### config.mk
export PLATFORM = sky130hd
export DESIGN_NAME = tpx3_tx_emu
export DESIGN_NICKNAME = d
export VERILOG_FILES = /design/src/rtl/tpx3_tx_emu.sv
export SDC_FILE = /design/constraint.sdc
export NUM_CORES = 1
export LEC_CHECK = 0
export CAP_MARGIN = 20
export CORE_ASPECT_RATIO = 0.9
export CORE_MARGIN = 1
export CORE_UTILIZATION = 59
export CTS_BUF_LIST = sky130_fd_sc_hd__clkbuf_16
export CTS_CLUSTER_SIZE = 16
export DETAILED_ROUTE_END_ITERATION = 10
export PLACE_DENSITY = 0.81
export SETUP_SLACK_MARGIN = 0.05
export SLEW_MARGIN = 40
export SYNTH_ARGS = -nofsm -noshare
export SYNTH_HDL_FRONTEND = slang
export SYNTH_SLANG_ARGS = --single-unit
### constraint.sdc
create_clock -name CLK -period 13.5 [get_ports CLK]
set_input_delay 2.7 -clock CLK [delete_from_list [all_inputs] [get_ports CLK]]
set_output_delay 2.7 -clock CLK [all_outputs]
set_load 0.05 [all_outputs]
### src/rtl/tpx3_tx_emu.sv
// tpx3_tx_emu: Timepix3 serial link transmitter emulator.
// Each 48-bit packet is sent as six 8b10b data symbols, most significant byte first.
// Between packets the link sends K28.5 commas. Each CLK edge puts one bit on TX_OUT.
// Optional feature: define TX_ERR_INJECT_EN to add the ERR_INJECT input. A pulse on it
// flips bit a of the next data symbol, so the receiver sees a corrupted code.
module tpx3_tx_emu #(
  parameter int IDLE_MIN = 4
) (
  input  logic        CLK,
  input  logic        RST_N,
  input  logic [47:0] DATA_IN,
  input  logic        DATA_VALID,
`ifdef TX_ERR_INJECT_EN
  input  logic        ERR_INJECT,
`endif
  output logic        DATA_READY,
  output logic        TX_OUT,
  output logic        SYMBOL_STROBE,
  output logic        BUSY
);

  localparam logic [7:0] LP_IDLE_MIN  = 8'(IDLE_MIN);
  localparam logic [9:0] LP_K285_NEG  = 10'b0011111010;
  localparam logic [9:0] LP_K285_POS  = 10'b1100000101;
  localparam logic [3:0] LP_LAST_BIT  = 4'd9;
  localparam logic [2:0] LP_LAST_BYTE = 3'd5;

  typedef enum logic {
    ST_IDLE,
    ST_SEND
  } state_t;

  state_t      r_state;
  state_t      w_stateNext;
  logic [2:0]  r_byteIdx;
  logic [2:0]  w_byteIdxNext;
  logic [3:0]  r_bitCnt;
  logic [7:0]  r_commaCnt;
  logic [47:0] r_hold;
  logic        r_full;
  logic        r_ready;
  logic [47:0] r_txData;
  logic [9:0]  r_code;
  logic        r_rd;
  logic        r_txOut;
  logic        r_strobe;
  logic        r_busy;

  logic        w_boundary;
  logic        w_symStart;
  logic        w_accept;
  logic        w_launch;
  logic        w_fullNext;
  logic        w_isData;
  logic [7:0]  w_byte;
  logic [10:0] w_enc;
  logic [9:0]  w_symCode;
  logic        w_rdNext;
  logic        w_corrupt;

  // 5b/6b table, abcdei with a as the MSB. This column is for running disparity negative.
  function automatic logic [5:0] enc5b6bNeg(input logic [4:0] x);
    logic [5:0] c;
    case (x)
      5'd0:    c = 6'b100111;
      5'd1:    c = 6'b011101;
      5'd2:    c = 6'b101101;
      5'd3:    c = 6'b110001;
      5'd4:    c = 6'b110101;
      5'd5:    c = 6'b101001;
      5'd6:    c = 6'b011001;
      5'd7:    c = 6'b111000;
      5'd8:    c = 6'b111001;
      5'd9:    c = 6'b100101;
      5'd10:   c = 6'b010101;
      5'd11:   c = 6'b110100;
      5'd12:   c = 6'b001101;
      5'd13:   c = 6'b101100;
      5'd14:   c = 6'b011100;
      5'd15:   c = 6'b010111;
      5'd16:   c = 6'b011011;
      5'd17:   c = 6'b100011;
      5'd18:   c = 6'b010011;
      5'd19:   c = 6'b110010;
      5'd20:   c = 6'b001011;
      5'd21:   c = 6'b101010;
      5'd22:   c = 6'b011010;
      5'd23:   c = 6'b111010;
      5'd24:   c = 6'b110011;
      5'd25:   c = 6'b100110;
      5'd26:   c = 6'b010110;
      5'd27:   c = 6'b110110;
      5'd28:   c = 6'b001110;
      5'd29:   c = 6'b101110;
      5'd30:   c = 6'b011110;
      default: c = 6'b101011;
    endcase
    return c;
  endfunction

  // 3b/4b table, fghj with f as the MSB. This column is for disparity negative.
  // The alt input selects the A7 code for D.x.7. A7 avoids a run of five equal bits.
  function automatic logic [3:0] enc3b4bNeg(input logic [2:0] y, input logic alt);
    logic [3:0] c;
    case (y)
      3'd0:    c = 4'b1011;
      3'd1:    c = 4'b1001;
      3'd2:    c = 4'b0101;
      3'd3:    c = 4'b1100;
      3'd4:    c = 4'b1101;
      3'd5:    c = 4'b1010;
      3'd6:    c = 4'b0110;
      default: c = alt ? 4'b0111 : 4'b1110;
    endcase
    return c;
  endfunction

  // Full 8b10b encode. The result is {running disparity after the symbol, abcdeifghj}.
  // When disparity is positive, unbalanced sub-blocks are complemented. D.07 and D.x.3
  // are also complemented: they are balanced but still depend on the running disparity.
  function automatic logic [10:0] encode8b10b(input logic [7:0] d, input logic rdIn);
    logic [4:0] x;
    logic [2:0] y;
    logic [5:0] c6;
    logic [3:0] c4;
    logic       rd6;
    logic       rdOut;
    logic       useAlt;
    x  = d[4:0];
    y  = d[7:5];
    c6 = enc5b6bNeg(x);
    if (rdIn && (($countones(c6) != 3) || (c6 == 6'b111000))) begin
      c6 = ~c6;
    end
    rd6    = ($countones(c6) != 3) ? ~rdIn : rdIn;
    useAlt = (y == 3'd7) &&
             ((!rd6 && ((x == 5'd17) || (x == 5'd18) || (x == 5'd20))) ||
              ( rd6 && ((x == 5'd11) || (x == 5'd13) || (x == 5'd14))));
    c4 = enc3b4bNeg(y, useAlt);
    if (rd6 && (($countones(c4) != 2) || (c4 == 4'b1100))) begin
      c4 = ~c4;
    end
    rdOut = ($countones(c4) != 2) ? ~rd6 : rd6;
    return {rdOut, c6, c4};
  endfunction

  assign w_boundary = (r_bitCnt == LP_LAST_BIT);
  assign w_symStart = (r_bitCnt == 4'd0);
  assign w_accept   = DATA_VALID & r_ready;
  assign w_launch   = (r_state == ST_IDLE) & w_boundary & r_full &
                      (r_commaCnt >= LP_IDLE_MIN);
  assign w_fullNext = (r_full & ~w_launch) | w_accept;
  assign w_isData   = (r_state == ST_SEND);

  // Register FSM state and the byte index of the packet being sent.
  always_ff @(posedge CLK or negedge RST_N) begin
    if (!RST_N) begin
      r_state   <= ST_IDLE;
      r_byteIdx <= 3'd0;
    end else begin
      r_state   <= w_stateNext;
      r_byteIdx <= w_byteIdxNext;
    end
  end

  // Next-state logic. The FSM moves only on the edge where the bit counter wraps 9->0.
  always_comb begin
    w_stateNext   = r_state;
    w_byteIdxNext = r_byteIdx;
    if (w_boundary) begin
      case (r_state)
        ST_IDLE: begin
          if (w_launch) begin
            w_stateNext   = ST_SEND;
            w_byteIdxNext = 3'd0;
          end
        end
        ST_SEND: begin
          if (r_byteIdx == LP_LAST_BYTE) begin
            w_stateNext   = ST_IDLE;
            w_byteIdxNext = 3'd0;
          end else begin
            w_byteIdxNext = r_byteIdx + 3'd1;
          end
        end
        default: begin
          w_stateNext   = ST_IDLE;
          w_byteIdxNext = 3'd0;
        end
      endcase
    end
  end

  // Count the bit position inside the current symbol. It runs 0..9 with no gaps.
  always_ff @(posedge CLK or negedge RST_N) begin
    if (!RST_N) begin
      r_bitCnt <= 4'd0;
    end else if (w_boundary) begin
      r_bitCnt <= 4'd0;
    end else begin
      r_bitCnt <= r_bitCnt + 4'd1;
    end
  end

  // Holding register. The packet is copied out when it launches, which frees the slot.
  always_ff @(posedge CLK or negedge RST_N) begin
    if (!RST_N) begin
      r_hold   <= 48'd0;
      r_full   <= 1'b0;
      r_ready  <= 1'b0;
      r_txData <= 48'd0;
    end else begin
      if (w_accept) begin
        r_hold <= DATA_IN;
      end
      if (w_launch) begin
        r_txData <= r_hold;
      end
      r_full  <= w_fullNext;
      r_ready <= ~w_fullNext;
    end
  end

  // Count commas sent since the last packet. The count saturates so a long idle cannot wrap.
  always_ff @(posedge CLK or negedge RST_N) begin
    if (!RST_N) begin
      r_commaCnt <= 8'd0;
    end else if (w_launch) begin
      r_commaCnt <= 8'd0;
    end else if (w_symStart && !w_isData && (r_commaCnt != 8'hFF)) begin
      r_commaCnt <= r_commaCnt + 8'd1;
    end
  end

  // Select the current packet byte. Byte 0 is the top of the packet.
  always_comb begin
    w_byte = 8'd0;
    case (r_byteIdx)
      3'd0:    w_byte = r_txData[47:40];
      3'd1:    w_byte = r_txData[39:32];
      3'd2:    w_byte = r_txData[31:24];
      3'd3:    w_byte = r_txData[23:16];
      3'd4:    w_byte = r_txData[15:8];
      default: w_byte = r_txData[7:0];
    endcase
  end

  // Choose the symbol to send: the encoded data byte, or the comma that fits the current disparity.
  always_comb begin
    w_enc     = encode8b10b(w_byte, r_rd);
    w_symCode = r_rd ? LP_K285_POS : LP_K285_NEG;
    w_rdNext  = ~r_rd;
    if (w_isData) begin
      w_symCode = w_enc[9:0];
      w_rdNext  = w_enc[10];
    end
  end

`ifdef TX_ERR_INJECT_EN
  logic r_errArmed;

  // One-shot error arm. The flag clears when a corrupted symbol goes out. A new pulse re-arms it.
  always_ff @(posedge CLK or negedge RST_N) begin
    if (!RST_N) begin
      r_errArmed <= 1'b0;
    end else if (ERR_INJECT) begin
      r_errArmed <= 1'b1;
    end else if (w_corrupt) begin
      r_errArmed <= 1'b0;
    end
  end

  assign w_corrupt = r_errArmed & w_symStart & w_isData;
`else
  assign w_corrupt = 1'b0;
`endif

  // Serializer. The symbol and disparity are latched on the bit-a edge, then shifted out a..j.
  // Disparity always follows the clean code, even when bit a is flipped.
  always_ff @(posedge CLK or negedge RST_N) begin
    if (!RST_N) begin
      r_code   <= 10'd0;
      r_rd     <= 1'b0;
      r_txOut  <= 1'b0;
      r_strobe <= 1'b0;
      r_busy   <= 1'b0;
    end else if (w_symStart) begin
      r_code   <= w_symCode;
      r_rd     <= w_rdNext;
      r_txOut  <= w_symCode[9] ^ w_corrupt;
      r_strobe <= 1'b1;
      r_busy   <= w_isData;
    end else begin
      r_txOut  <= r_code[LP_LAST_BIT - r_bitCnt];
      r_strobe <= 1'b0;
    end
  end

  assign DATA_READY    = r_ready;
  assign TX_OUT        = r_txOut;
  assign SYMBOL_STROBE = r_strobe;
  assign BUSY          = r_busy;

endmodule

==> results by group, run 1 <==
Timing
  • Skew final: approximately 0.011 ns
  • Fmax achieved: 91.8 MHz
  • Setup TNS Final: 0 ns
  • Slew margin rel.: 47.9%
  • Final period utilization: ~80%
  • Unrepaired setup endpoints after global routing: no
  • Worst-Margin Slew: around 0.78 ns
  • Final hold vios: 0
  • Final Max Tran Viols: 0
  • Period minus WS final: 10.90 ns
  • Setup-failing EPs final: 0

Job
  • Maxcap violations: 0

Yosys
  • Synth Area per Inst: between 10 and 15 um2
  • #FFs+latches synth: around 130
  • Mapped Area: approximately 0.0068 mm2
  • Yosys top cell by area: dfrtp_1
  • Main synth FF type: dfrtp_1
  • Top cell type's share of synthesized area: 46.8%
  • Post-synth cell types: around 70
  • EDFF count, synth: 0
  • Top area cells in the synthesized netlist: dfrtp_1, mux2_2, ha_1
  • Asr flop ratio synth: 100%
  • Synth Warn #: 0
  • Sequential fraction of the synthesis area: 46.8%
  • Synthesized net count: between 600 and 700
  • Post-Synthesis Cells: ~600

Critical path
  • Crit path max-delay cell type: dfrtp_1
  • Critical path origin: r_byteIdx[2]
  • Reg2reg end: r_rd
  • Max incr delay on CP: 0.83 ns
  • Crit path capture: r_rd
  • Arr. time, crit path: roughly 11 ns
  • Crit path max fanout: 24
  • RR Startpoint: r_byteIdx[2]
  • Setup CP Type: reg2reg
  • Critical path startpoint category: register
  • Setup crit end kind: register
  • Worst reg2reg path depth: 43
  • Most used cell, CP: inv_1
  • Reg2Reg Setup Slack: ~2.6 ns
  • CP Data Required Time: 13.79 ns

Placed design
  • Cell Area, Placed: 0.00745 mm2
  • GP Congestion: between 0.8 and 0.9
  • PortBufs: 54
  • Dpl hpwl: about 10,000 um

Cells and area
  • Layout Area Growth over Synthesis: 17.2%
  • Fin area: between 0.008 and 0.009 mm2
  • Commonest non-fill, non-tap cell in the layout: dfrtp_1
  • Commonest non-fill, non-tap cells in the layout: dfrtp_1, mux2_2, clkdlybuf4s50_1, inv_1, nor2_1
  • Fin nets: 711
  • # diodes: 0
  • Share of cells above drive strength 1: 24.2%

Detailed routing
  • DRT Wirelength: 14,800 um
  • Detail Route Antenna Nets: 0
  • Routed vias/inst: about 6.0
  • # DRC: 0
  • Via count: about 4,700
  • Wire per inst: between 15 and 20 um
  • Initial DRC count: approximately 380
  • DR pass1 iterations: 5

Clock tree
  • Post-cts resize count: 0
  • CTS tree: yes
  • Clk root buf: clkbuf_16
  • Htree depth: 4
  • CTS Hold Bufs: 0
  • Worst-Skew Late Latency: roughly 0.41 ns
  • TritonCTS Sinks: around 130
  • Clock slew at reported path FFs: ~0.060 ns
  • Setup bufs post-CTS: 0
  • Deepest clock path buffer count: 2
  • Num CTS Buffers: 17

Power and ir drop
  • Static leakage: approximately 0.0036 uW
  • Net Switching: 211 uW
  • Clock Power Share: ~48%
  • Sequential power share: 46.0%
  • P per Cell Area: 116 mW/mm2
  • Switching Fraction: a little under a quarter
  • Internal power: 719 uW
  • VDD IR-drop max: between 100 and 150 uV
  • Gate power share: under 10%

Floorplanning
  • Die width: between 100 and 150 um
  • Die area: 0.0120 mm2
  • Die height: 104 um
  • Core area: 0.0110 mm2
  • Initial Util: about 62%
  • Std-Cell Rows: 36
  • # IOs: 55

Min path
  • Hold Path Class: reg2reg

GRT
  • Largest net degree at the start of global routing: slightly below 80
  • Global-route wire length before repair: ~25,000 um
  • Antenna violations before repair: 0
  • GRT Residual Overflow: 0
  • Number of global-route vias before repair: around 5,000
  • Global Route Usage Sum: 27.0%

Outcome
  • Status: completed
## worst max-delay path: cells and delay by family (launching register included)
kind	cells	cell delay [ns]
DFF	1	0.83
buffers and inverters	10	0.99
and+or+nand+nor	6	1.26
adders and majority gates	13	4.43
AOI/OAI and AO/OA	9	2.32
xor gates and xnor gates	5	0.90
## routing by layer
metal | track usage (%) | vias to the layer above | part of all wire [%]
met1 | 34.8 | 2385 | 44
met2 | 44.6 | 125 | 50
met5 | 0 | - | 0
met4 | 9.28 | 0 | 2.3
met3 | 5.94 | 35 | 4.3
li1 | - | 2202 | -
## cell usage after synthesis, types with 6 or more instances
master	n
mux2_2	97
o21a_1	8
nand2_1	24
xnor2_1	7
a22oi_1	9
nor2_1	33
nand3_1	6
clkbuf_1	20
a21oi_1	14
a211oi_1	8
nand3b_1	8
mux2i_1	12
a31oi_1	6
ha_1	27
xor2_1	10
o21ai_0	16
inv_1	34
dfrtp_1	128
## worst min-delay path by stage
stage / start / to / slack [ns] / depth (start not counted)
floorplan: r_code[1] / r_code[1] / 0.44 / 2
global placement: r_code[2] / r_code[2] / 0.46 / 2
detailed placement: r_code[1] / r_code[1] / 0.48 / 2
CTS: BUSY / BUSY / 0.49 / 2
global route: BUSY / BUSY / 0.50 / 2
finish: BUSY / BUSY / 0.48 / 2
## state kept, by name, indices dropped and copies added, names as in the netlist
name	cells
DATA_READY	1
TX_OUT	1
r_bitCnt	4
r_rd	1
r_commaCnt	8
r_full	1
r_code	10
BUSY	1
r_state	1
r_txData	48
r_byteIdx	3
SYMBOL_STROBE	1
r_hold	48
## power groups by stage
stage | Combinational (uW) | Sequential (uW) | Clock (uW)
final | 57.2 | 428 | 445
after global routing | 62.9 | 432 | 468
after CTS | 58.5 | 428 | 450
after detailed placement | 58.1 | 435 | 0
after global placement | 55.0 | 433 | 0
after floorplan | 30.6 | 428 | 0
## stage by stage
| step | utilization [%] | worst slack (ns) | total power (uW) | hold WS [ns] | cells |
|---|---|---|---|---|---|
| 5_1_grt | 72.7 | 1.66 | 963 | 0.501 | 793 |
| 6_report | 72.7 | 2.60 | 931 | 0.482 | 793 |
| 4_1_cts | 72.7 | 2.67 | 937 | 0.494 | 793 |
| 2_1_floorplan | - | 3.65 | 459 | 0.444 | 583 |
| 3_5_place_dp | 67.5 | 2.77 | 493 | 0.479 | 761 |
| 3_3_place_gp | 67.5 | 3.27 | 488 | 0.458 | 761 |
## cell type report
cell class | count | area [um2]
inverter | 34 | 128
sequential | 128 | 3200
timing repair buffer | 56 | 557
clock buffer | 17 | 425
multi-input combinational | 391 | 3380
tap | 152 | 190
fill | 762 | 3010
clock inverter | 15 | 144
## logic make-up (layout without fill, tap and decap cells)
family                   Yosys count  count (layout)  share of synthesized area [%]
AO/OA/AOI/OAI                    116             116                           13.4
AND/OR/NAND/NOR                  114             114                           8.67
multiplexers                     112             112                           18.6
XOR/XNOR                          17              17                           2.18
buffers and inverters             64             122                           4.00
adder cells (fa/ha/maj)           32              32                           6.40
flip-flops                       128             128                           46.8
No activity file was read; power rests on OpenSTA's default activity.
==> inputs of run 2 (changes only) <==
CORE_UTILIZATION = 53   (was 59)
PLACE_DENSITY = 0.77   (was 0.81)
clock period = 9.31 ns   (was 13.5 ns; I/O delays follow)
==> results by group, run 2 (same netlist as run 1, synthesis figures left out) <==
Timing
  • Worst-Margin Slew: approximately 0.69 ns
  • WHS: around 0.47 ns
  • Setup WS post-layout: 0.426 ns
  • Period minus WS final: around 8.9 ns
  • Final Max Tran Viols: 0
  • Final period utilization: 95.4%
  • Setup-failing EPs final: 0
  • Slew margin rel.: 54.1%
  • Skew final: roughly 0.0068 ns
  • Fmax achieved: around 110 MHz
  • Final hold vios: 0

Detailed routing
  • Wire per inst: between 15 and 20 um
  • Routed vias/inst: around 5.8
  • Initial DRC count: ~360
  • DRT Wirelength: between 15,000 and 20,000 um
  • # DRC: 0
  • Via count: around 4,900
  • Detail Route Antenna Nets: 0
  • DR pass1 iterations: 5

Clock tree
  • Worst-Skew Late Latency: roughly 0.42 ns
  • Clk root buf: clkbuf_16
  • CTS tree: yes
  • Deepest clock path buffer count: 2
  • Num CTS Buffers: 17
  • Clock slew at reported path FFs: around 0.060 ns
  • CTS Hold Bufs: 0
  • Htree depth: 4
  • TritonCTS Sinks: approximately 130

Cells and area
  • Fin area: 0.00851 mm2
  • # diodes: 0
  • Post-route insts no fill: 837
  • Top flop regs: r_hold x48, r_txData x48, r_code x10
  • Commonest non-fill, non-tap cells in the layout: dfrtp_1, mux2_2, clkdlybuf4s50_1, nor2_1, inv_1
  • Util after Layout: between 60% and 70%
  • Layout Area Growth over Synthesis: 24.4%
  • Fin nets: between 700 and 800
  • Commonest non-fill, non-tap cell in the layout: dfrtp_1
  • Share of cells above drive strength 1: about a third
  • # fillers: 910
  • Footprint of the multi-input gates: 0.00360 mm2
  • Reg area: between 0.003 and 0.004 mm2

Power and ir drop
  • Switching Fraction: 22.4%
  • Static leakage: around 0.0038 uW
  • Net Switching: around 300 uW
  • VDD IR-drop max: 121 uV
  • P per Cell Area: about 160 mW/mm2
  • Clock Power Share: 47.6%
  • Internal power: approximately 1000 uW
  • Sequential power share: a little under half
  • Gate power share: 6.2%

Min path
  • Hold Path Class: reg2reg

Placed design
  • GP Congestion: 0.894
  • Dpl hpwl: roughly 10,000 um
  • PortBufs: 54
  • Cell Area, Placed: ~0.0076 mm2
  • Dpl ws: -0.0525 ns
  • Inst Count DP: roughly 800

Critical path
  • Reg2reg end: r_rd
  • Crit path max-delay cell type: fa_1
  • Critical path startpoint category: register
  • Crit path capture: r_rd
  • Setup CP Type: reg2reg
  • Setup crit end kind: register
  • Worst reg2reg path depth: 43
  • Most used cell, CP: inv_1
  • RR Startpoint: r_byteIdx[1]
  • Critical path origin: r_byteIdx[1]
  • Max incr delay on CP: about 0.54 ns
  • Reg2Reg Setup Slack: between 0.4 and 0.5 ns
  • CP Data Required Time: 9.66 ns
  • Crit path max fanout: 5
  • Arr. time, crit path: slightly above 9 ns

Floorplanning
  • Die height: approximately 110 um
  • Die width: 122 um
  • Core area: roughly 0.013 mm2
  • Die area: around 0.013 mm2
  • Initial Util: a little over half
  • # IOs: 55
  • Std-Cell Rows: 39

GRT
  • Largest net degree at the start of global routing: between 70 and 80
  • Antenna violations before repair: 0
  • Global Route Usage Sum: 24.2%
  • GRT Residual Overflow: 0
  • Number of global-route vias before repair: around 4,900
  • Global-route wire length before repair: 24,500 um

Job
  • Maxcap violations: 0

Outcome
  • Status: completed
run 2: cell count changes in the layout (fill, tap and decap cells not counted), sizes merged:
cell      previous run  this run
buf                  3        33
clkinv               8         6
clkinvlp             2         4
a21o                 5         7
run 2: area by class of cell:
| cell class | count | share of cell area [%] |
|---|---|---|
| clock buffer | 17 | 5.00 |
| clock inverter | 15 | 1.69 |
| inverter | 34 | 1.57 |
| multi-input combinational | 393 | 42.3 |
| sequential | 128 | 37.7 |
| tap | 164 | 2.41 |
| timing repair buffer | 86 | 9.39 |
run 2: what timing repair did:
item                                    CTS  global route
cloned                                    1             1
setup buffers                             4            21
gates resized for setup                   6            27
pin swaps                                 2            14
endpoints found under the setup margin    1             1
run 2: through the flow:
step | setup TNS [ns] | total power, uW
5_1_grt | -0.0242 | 1390
4_1_cts | 0 | 1360
2_1_floorplan | 0 | 665
3_5_place_dp | -0.0525 | 715
3_3_place_gp | 0 | 708
6_report | 0 | 1340
run 2: layer usage:
| metal | GRT usage [%] | vias to the layer above | part of all wire, % |
|---|---|---|---|
| li1 | - | 2262 | - |
| met2 | 40.6 | 121 | 49 |
| met5 | 0 | - | 0 |
| met1 | 30.7 | 2447 | 45 |
| met3 | 4.62 | 26 | 4.2 |
| met4 | 10.1 | 0 | 1.8 |
run 2: critical path, delay by kind of cell, from the launching register on:
kind                     cells  cell delay (ns)
adder cells (fa/ha/maj)     12             3.81
AO/OA/AOI/OAI               10             1.66
AND/OR/NAND/NOR              7             1.36
buffers and inverters        9             0.68
XOR/XNOR                     5             0.82
flip-flops                   1             0.43
run 2: worst min-delay path by stage:
| stage | start | end | cells after the start |
|---|---|---|---|
| global route | BUSY | BUSY | 2 |
| finish | BUSY | BUSY | 2 |
| CTS | BUSY | BUSY | 2 |
| floorplan | r_code[1] | r_code[1] | 2 |
| detailed placement | BUSY | BUSY | 2 |
| global placement | r_code[2] | r_code[2] | 2 |
run 2: power groups by stage:
stage	registers [uW]	clock network, uW	logic [uW]
final	622	639	82.8
after global routing	626	674	92.2
after CTS	621	650	85.3
after detailed placement	631	0	84.2
after global placement	628	0	79.7
after floorplan	621	0	44.3
==> inputs of run 3 (changes only) <==
GPL_TIMING_DRIVEN = 1   (was default)
==> results of run 3 <==
The final DEF is identical to that of run 2; final timing and power are the same.
